==> src/rtl/vram_arb_pkg.sv <==
// vram_arb_pkg: client indices, client-ID type and one-hot helpers shared by
// the VRAM arbiter and its round-robin sub-arbiter.
package vram_arb_pkg;

  localparam int NUM_CLI = 3;

  typedef logic [1:0] cli_id_t;

  localparam cli_id_t CLI_DISP = 2'd0;
  localparam cli_id_t CLI_DRW0 = 2'd1;
  localparam cli_id_t CLI_DRW1 = 2'd2;

  // One-hot client vector from a client ID; unused code 3 maps to no client.
  function automatic logic [NUM_CLI-1:0] id2oh(input cli_id_t id);
    case (id)
      CLI_DISP: id2oh = 3'b001;
      CLI_DRW0: id2oh = 3'b010;
      CLI_DRW1: id2oh = 3'b100;
      default:  id2oh = 3'b000;
    endcase
  endfunction

  // Client ID from a one-hot grant (grant is guaranteed one-hot or zero).
  function automatic cli_id_t oh2id(input logic [NUM_CLI-1:0] oh);
    if (oh[2])      oh2id = CLI_DRW1;
    else if (oh[1]) oh2id = CLI_DRW0;
    else            oh2id = CLI_DISP;
  endfunction

endpackage

==> src/rtl/vram_arbiter_rr_arb2.sv <==
// rr_arb2: two-input round-robin arbiter. rr=0 prefers input 0, rr=1 prefers
// input 1. The pointer moves past the winner only when upd is asserted, so a
// grant the parent overrides does not disturb fairness.
module rr_arb2 (
  input  logic       clk,
  input  logic       rst_n,
  input  logic [1:0] req,
  input  logic       upd,
  output logic [1:0] gnt
);

  logic rr_q, rr_d;

  // Grant the preferred input if it requests, otherwise the other one.
  always_comb begin
    gnt = 2'b00;
    if (!rr_q) begin
      if (req[0])      gnt = 2'b01;
      else if (req[1]) gnt = 2'b10;
    end else begin
      if (req[1])      gnt = 2'b10;
      else if (req[0]) gnt = 2'b01;
    end
  end

  // After a taken grant point at the input that lost.
  always_comb begin
    rr_d = rr_q;
    if (upd && (gnt != 2'b00)) rr_d = gnt[0];
  end

  // Pointer register; reset prefers input 0.
  always_ff @(posedge clk or negedge rst_n) begin
    if (!rst_n) rr_q <= 1'b0;
    else        rr_q <= rr_d;
  end

endmodule

==> src/rtl/vram_arbiter.sv <==
// vram_arbiter: shares the single-port framebuffer RAM between display
// scan-out (client 0, fixed top priority) and two draw engines (round-robin).
// One access per cycle, registered RAM command, 2-cycle read return.
// Optional build macro VRAM_ARB_STARVE_GUARD_EN: per-draw-client wait
// counters let a draw client that waited MAX_WAIT cycles outrank display.
module vram_arbiter
  import vram_arb_pkg::*;
#(
  parameter int ADDR_W   = 17,
  parameter int DATA_W   = 12,
  parameter int MAX_WAIT = 16
) (
  input  logic                      clk,
  input  logic                      rst_n,
  input  logic [NUM_CLI-1:0]        req,
  input  logic [NUM_CLI-1:0]        we,
  input  logic [NUM_CLI*ADDR_W-1:0] addr,
  input  logic [NUM_CLI*DATA_W-1:0] wdata,
  output logic [NUM_CLI-1:0]        gnt,
  output logic [NUM_CLI-1:0]        rvalid,
  output logic [DATA_W-1:0]         rdata,
  output logic                      mem_en,
  output logic                      mem_we,
  output logic [ADDR_W-1:0]         mem_addr,
  output logic [DATA_W-1:0]         mem_wdata,
  input  logic [DATA_W-1:0]         mem_rdata
);

  logic [NUM_CLI-1:0][ADDR_W-1:0] addr_a;
  logic [NUM_CLI-1:0][DATA_W-1:0] wdata_a;
  assign addr_a  = addr;
  assign wdata_a = wdata;

  // Display is read-only; its write enable is never looked at.
  logic unused_we0;
  assign unused_we0 = we[0];

  logic [NUM_CLI-1:0] gnt_c;
  logic [1:0]         starve, arb_req, arb_gnt;
  logic               arb_upd, disp_win;

`ifdef VRAM_ARB_STARVE_GUARD_EN
  localparam int CW = $clog2(MAX_WAIT + 1);

  logic [1:0][CW-1:0] wcnt_q, wcnt_d;

  // A draw client is starved while requesting with a saturated wait counter.
  always_comb begin
    starve = 2'b00;
    for (int k = 0; k < 2; k++)
      starve[k] = req[k+1] && (wcnt_q[k] == CW'(MAX_WAIT));
  end

  // Count cycles spent waiting; clear on grant or withdrawn request.
  always_comb begin
    wcnt_d = wcnt_q;
    for (int k = 0; k < 2; k++) begin
      if (!req[k+1] || gnt_c[k+1])          wcnt_d[k] = '0;
      else if (wcnt_q[k] != CW'(MAX_WAIT))  wcnt_d[k] = wcnt_q[k] + 1'b1;
    end
  end

  // Wait counter registers.
  always_ff @(posedge clk or negedge rst_n) begin
    if (!rst_n) wcnt_q <= '0;
    else        wcnt_q <= wcnt_d;
  end
`else
  localparam int UNUSED_MAX_WAIT = MAX_WAIT;
  assign starve = 2'b00;
`endif

  // Starved draw clients compete among themselves; otherwise all draw requests.
  assign arb_req = (|starve) ? starve : req[2:1];

  rr_arb2 u_rr (
    .clk   (clk),
    .rst_n (rst_n),
    .req   (arb_req),
    .upd   (arb_upd),
    .gnt   (arb_gnt)
  );

  // Top-level grant: starvation override, then display, then round-robin.
  always_comb begin
    gnt_c    = '0;
    arb_upd  = 1'b0;
    disp_win = req[CLI_DISP] && !(|starve);
    if (rst_n) begin
      if (disp_win) begin
        gnt_c[CLI_DISP] = 1'b1;
      end else begin
        gnt_c[2:1] = arb_gnt;
        arb_upd    = |arb_gnt;
      end
    end
  end

  assign gnt = gnt_c;

  // Fields of the accepted request.
  logic              acc, we_sel;
  cli_id_t           id_sel;
  logic [ADDR_W-1:0] addr_sel;
  logic [DATA_W-1:0] wdata_sel;

  // Select the granted client's request fields (AND-OR mux over one-hot gnt).
  always_comb begin
    acc       = |gnt_c;
    id_sel    = oh2id(gnt_c);
    we_sel    = 1'b0;
    addr_sel  = '0;
    wdata_sel = '0;
    for (int i = 0; i < NUM_CLI; i++) begin
      if (gnt_c[i]) begin
        addr_sel  = addr_a[i];
        wdata_sel = wdata_a[i];
        we_sel    = (i != int'(CLI_DISP)) && we[i];
      end
    end
  end

  logic              mem_en_q, mem_en_d, mem_we_q, mem_we_d;
  logic [ADDR_W-1:0] mem_addr_q, mem_addr_d;
  logic [DATA_W-1:0] mem_wdata_q, mem_wdata_d;
  logic [2:1]        vld_pipe_q, vld_pipe_d;
  cli_id_t [2:1]     id_pipe_q, id_pipe_d;

  // Next command stage and read-return pipeline; address/data hold when idle.
  always_comb begin
    mem_en_d      = acc;
    mem_we_d      = acc && we_sel;
    mem_addr_d    = acc ? addr_sel  : mem_addr_q;
    mem_wdata_d   = acc ? wdata_sel : mem_wdata_q;
    vld_pipe_d[1] = acc && !we_sel;
    id_pipe_d[1]  = id_sel;
    vld_pipe_d[2] = vld_pipe_q[1];
    id_pipe_d[2]  = id_pipe_q[1];
  end

  // Command and return-pipeline registers; reset drops in-flight reads.
  always_ff @(posedge clk or negedge rst_n) begin
    if (!rst_n) begin
      mem_en_q    <= 1'b0;
      mem_we_q    <= 1'b0;
      mem_addr_q  <= '0;
      mem_wdata_q <= '0;
      vld_pipe_q  <= '0;
      id_pipe_q   <= '0;
    end else begin
      mem_en_q    <= mem_en_d;
      mem_we_q    <= mem_we_d;
      mem_addr_q  <= mem_addr_d;
      mem_wdata_q <= mem_wdata_d;
      vld_pipe_q  <= vld_pipe_d;
      id_pipe_q   <= id_pipe_d;
    end
  end

  assign mem_en    = mem_en_q;
  assign mem_we    = mem_we_q;
  assign mem_addr  = mem_addr_q;
  assign mem_wdata = mem_wdata_q;
  assign rvalid    = vld_pipe_q[2] ? id2oh(id_pipe_q[2]) : '0;
  assign rdata     = mem_rdata;

endmodule

==> config.mk <==
export PLATFORM = sky130hd
export DESIGN_NAME = vram_arbiter
export DESIGN_NICKNAME = d
export VERILOG_FILES = /design/src/rtl/vram_arb_pkg.sv /design/src/rtl/vram_arbiter_rr_arb2.sv /design/src/rtl/vram_arbiter.sv
export SDC_FILE = /design/constraint.sdc
export NUM_CORES = 1
export LEC_CHECK = 0
export BUFFER_PORTS_ARGS = -buffer_cell sky130_fd_sc_hd__buf_2
export CAP_MARGIN = 20
export CORE_ASPECT_RATIO = 0.7
export CORE_MARGIN = 1.5
export CORE_UTILIZATION = 40
export DETAILED_ROUTE_END_ITERATION = 6
export PLACE_DENSITY = 0.79
export SLEW_MARGIN = 20
export SYNTH_ARGS = -nofsm -noshare
export SYNTH_HDL_FRONTEND = slang
export SYNTH_SLANG_ARGS = --single-unit
==> constraint.sdc <==
create_clock -name clk -period 2.4 [get_ports clk]
set_input_delay 0.48 -clock clk [delete_from_list [all_inputs] [get_ports clk]]
set_output_delay 0.48 -clock clk [all_outputs]
set_load 0.01 [all_outputs]
==> flow_summary.ini <==
[setup_path]
cp_slowest_cell = buf_2
path_cells = buf_2, buf_4, and2_1, buf_2
critical_path_class = input pin to output pin
critPathCaptureType = output pin
startpoint_type = input pin
startpoint = req[0]
slowest_delay_ns = 0.34
r2r_start = u_rr.rr_q$_DFFE_PN0P_
cp_max_fo = 20
critical_path_required_ns = 1.92
worst_r2r_path_depth = 4
crit_arrival_ns = 1.43
crit_top_cell = buf_2

[cells_and_area]
stdcell_count = 423
fill_cells = 501
final_common_cell = buf_2
areaGrowthSynthToFinish_pct = 34.3
fin_area_mm2 = 0.00301
final_cell_mix = buf_2, dfrtp_1, nand2_1, a221oi_1
post-route-util_pct = 56.7
final_layout_size_suffix_gt1_share_pct = 43.9
num_antenna_cells = 0
layout.nets = 457

[routing]
ant_nets = 0
via_count = 2455
wire_per_inst_um = 16.8
wirelength_um = 7090
drc = 0
drt_iter0_markers = 113
drt-pass1-iter-count = 4
viasPerCell = 5.80

[die]
core.rowCount = 22
die_area_mm2 = 0.00607
io_pins = 156
die_w_um = 92.5
fp.coreArea_mm2 = 0.00531
chipHeight_um = 65.7
initial_core_util_pct = 42.2

[cts]
postCtsSetupBuffers = 0
cts_tree = done
htree_num_levels = 2
hold_buffers = 0
cts_resized = 0
clock_latency_ns = 0.29
cts-root-buf = clkbuf_8
clk_path_buf_depth = 2
cts_made_buffers = 5
cts_sinks = 38
cts.clk_slew.worst_paths_ns = 0.08

[timing]
clock_skew_ns = 0.00429
slew_violations = 0
tns_ns = 0
finalCriticalPeriod_ns = 1.91
timing.hold.ws_ns = 0.0741
setup_viol = 0
rsz0062_at_grt = no
layout_worst_path_cycle_share_pct = 79.7
max_slew_margin_pct = 72.4
final_hold_viol_count = 0
worst_pin_slew_ns = 0.415
fmax_ghz = 0.523

[power_and_ir_drop]
p_comb_share_pct = 26.0
clockPowerShare_pct = 34.0
p_sw_uw = 563
ir_drop_uv = 274
total_leakage_power_nw = 1.42
p_int_mw = 1.35
switching_share_pct = 29.4
p_per_area_mw_per_mm2 = 635
p_seq_share_pct = 40.0

[placed_design]
gp_congestion = 0.846
portBuffers = 130
placed_area_mm2 = 0.00288
dp.cells = 415
hpwl_um = 5000

[global_routing]
grt_antenna_before_repair = 0
grt_pass1_vias = 2360
grt_pass1_wl_um = 11500
grt_usage_pct = 24.4
grt_overflow = 0
grt_max_degree = 32

[yosys]
postSynthAreaPerCell_um2 = 9.16
ys_types = 24
syn_nets = 352
syn_inst = 245
ys_warn_count = 0
ys_ff_latch = 38
syn-cell-area_mm2 = 0.00224
ys_seq_area_share_pct = 42.4

[job]
maxCapViolCount = 0

[min_path]
min_path_type = input pin to async pin

[run_status]
status = complete, no violations
[cell usage after synthesis]
cell       n  area, µm²
a211oi_1  29        218
a21boi_2   1       11.3
a221oi_1  30        263
a22o_1     1       8.76
a31oi_1    1       6.26
a41oi_1    1       8.76
and2_1     1       6.26
and3_1     2       12.5
and3b_1    1       8.76
and4_1     1       8.76
buf_1      1       3.75
buf_2      8       40.0
buf_4     13       97.6
clkbuf_1  23       86.3
dfrtp_1   38        951
inv_1      1       3.75
inv_2      1       3.75
nand2_1   30        113
nand2b_1   1       6.26
nor2_1     1       3.75
nor3b_1    1       7.51
o21ai_0   29        145
o31ai_1   29        218
o31ai_2    1       12.5
[state kept, by name, indices dropped and copies added, names as in the netlist]
| register | flops |
|---|---|
| mem_en | 1 |
| mem_addr | 17 |
| mem_wdata | 12 |
| mem_we | 1 |
| vld_pipe_q | 2 |
| id_pipe_q | 2 |
| u_rr.rr_q | 1 |
| id_pipe_d | 2 |
[critical path, delay by kind of cell]
kind	cells	cell delay (ns)
buffers and inverters	3	0.79
AND/OR/NAND/NOR	1	0.17
[layer usage]
| metal | share of wire, % | vias up | global-route usage (%) |
|---|---|---|---|
| li1 | - | 1160 | - |
| met1 | 47 | 1164 | 34.6 |
| met2 | 45 | 125 | 37.8 |
| met3 | 7.7 | 6 | 5.44 |
| met4 | 0.48 | 0 | 5.77 |
| met5 | 0 | - | 0 |
[cell families after synthesis]
group | after synthesis | share of synthesized area, %
compound gates | 122 | 39.7
buf+inv | 47 | 10.5
flops | 38 | 42.4
simple gates | 38 | 7.42
[metrics by stage]
stage / setup slack, ns / power (mW)
after floorplan: 0.609 / 1.06
final: 0.487 / 1.91
after global placement: 0.534 / 1.27
after global routing: 0.422 / 2.04
after detailed placement: 0.516 / 1.28
after CTS: 0.510 / 1.93
[cell type report]
class / count / area [µm²] / share of cell area, %
Clock buffer: 5 / 68.8 / 2.28
Tap cell: 72 / 90.1 / 2.99
Sequential cell: 38 / 951 / 31.6
Clock inverter: 3 / 68.8 / 2.28
Timing Repair Buffer: 143 / 761 / 25.2
Multi-Input combinational cell: 160 / 1070 / 35.4
Inverter: 2 / 7.51 / 0.249
[worst paths after layout]
kind	end	slack, ns
setup / recovery	gnt[0]	0.49
hold / removal	mem_addr[5]$_DFFE_PN0P_	0.07
setup reg to reg	mem_addr[3]$_DFFE_PN0P_	1.01
hold reg to reg	id_pipe_q[2]$_DFF_PN0_	0.35
max in group asynchronous	mem_wdata[11]$_DFFE_PN0P_	1.68
min in group clk	id_pipe_q[2]$_DFF_PN0_	0.35
[power groups by stage]
stage	combinational, mW	sequential, mW	clock (mW)
6_report	0.497	0.766	0.651
5_1_grt	0.553	0.777	0.709
4_1_cts	0.500	0.766	0.667
3_5_place_dp	0.500	0.778	0
3_3_place_gp	0.491	0.775	0
2_1_floorplan	0.248	0.810	0
(Power assumes the default switching activity.)
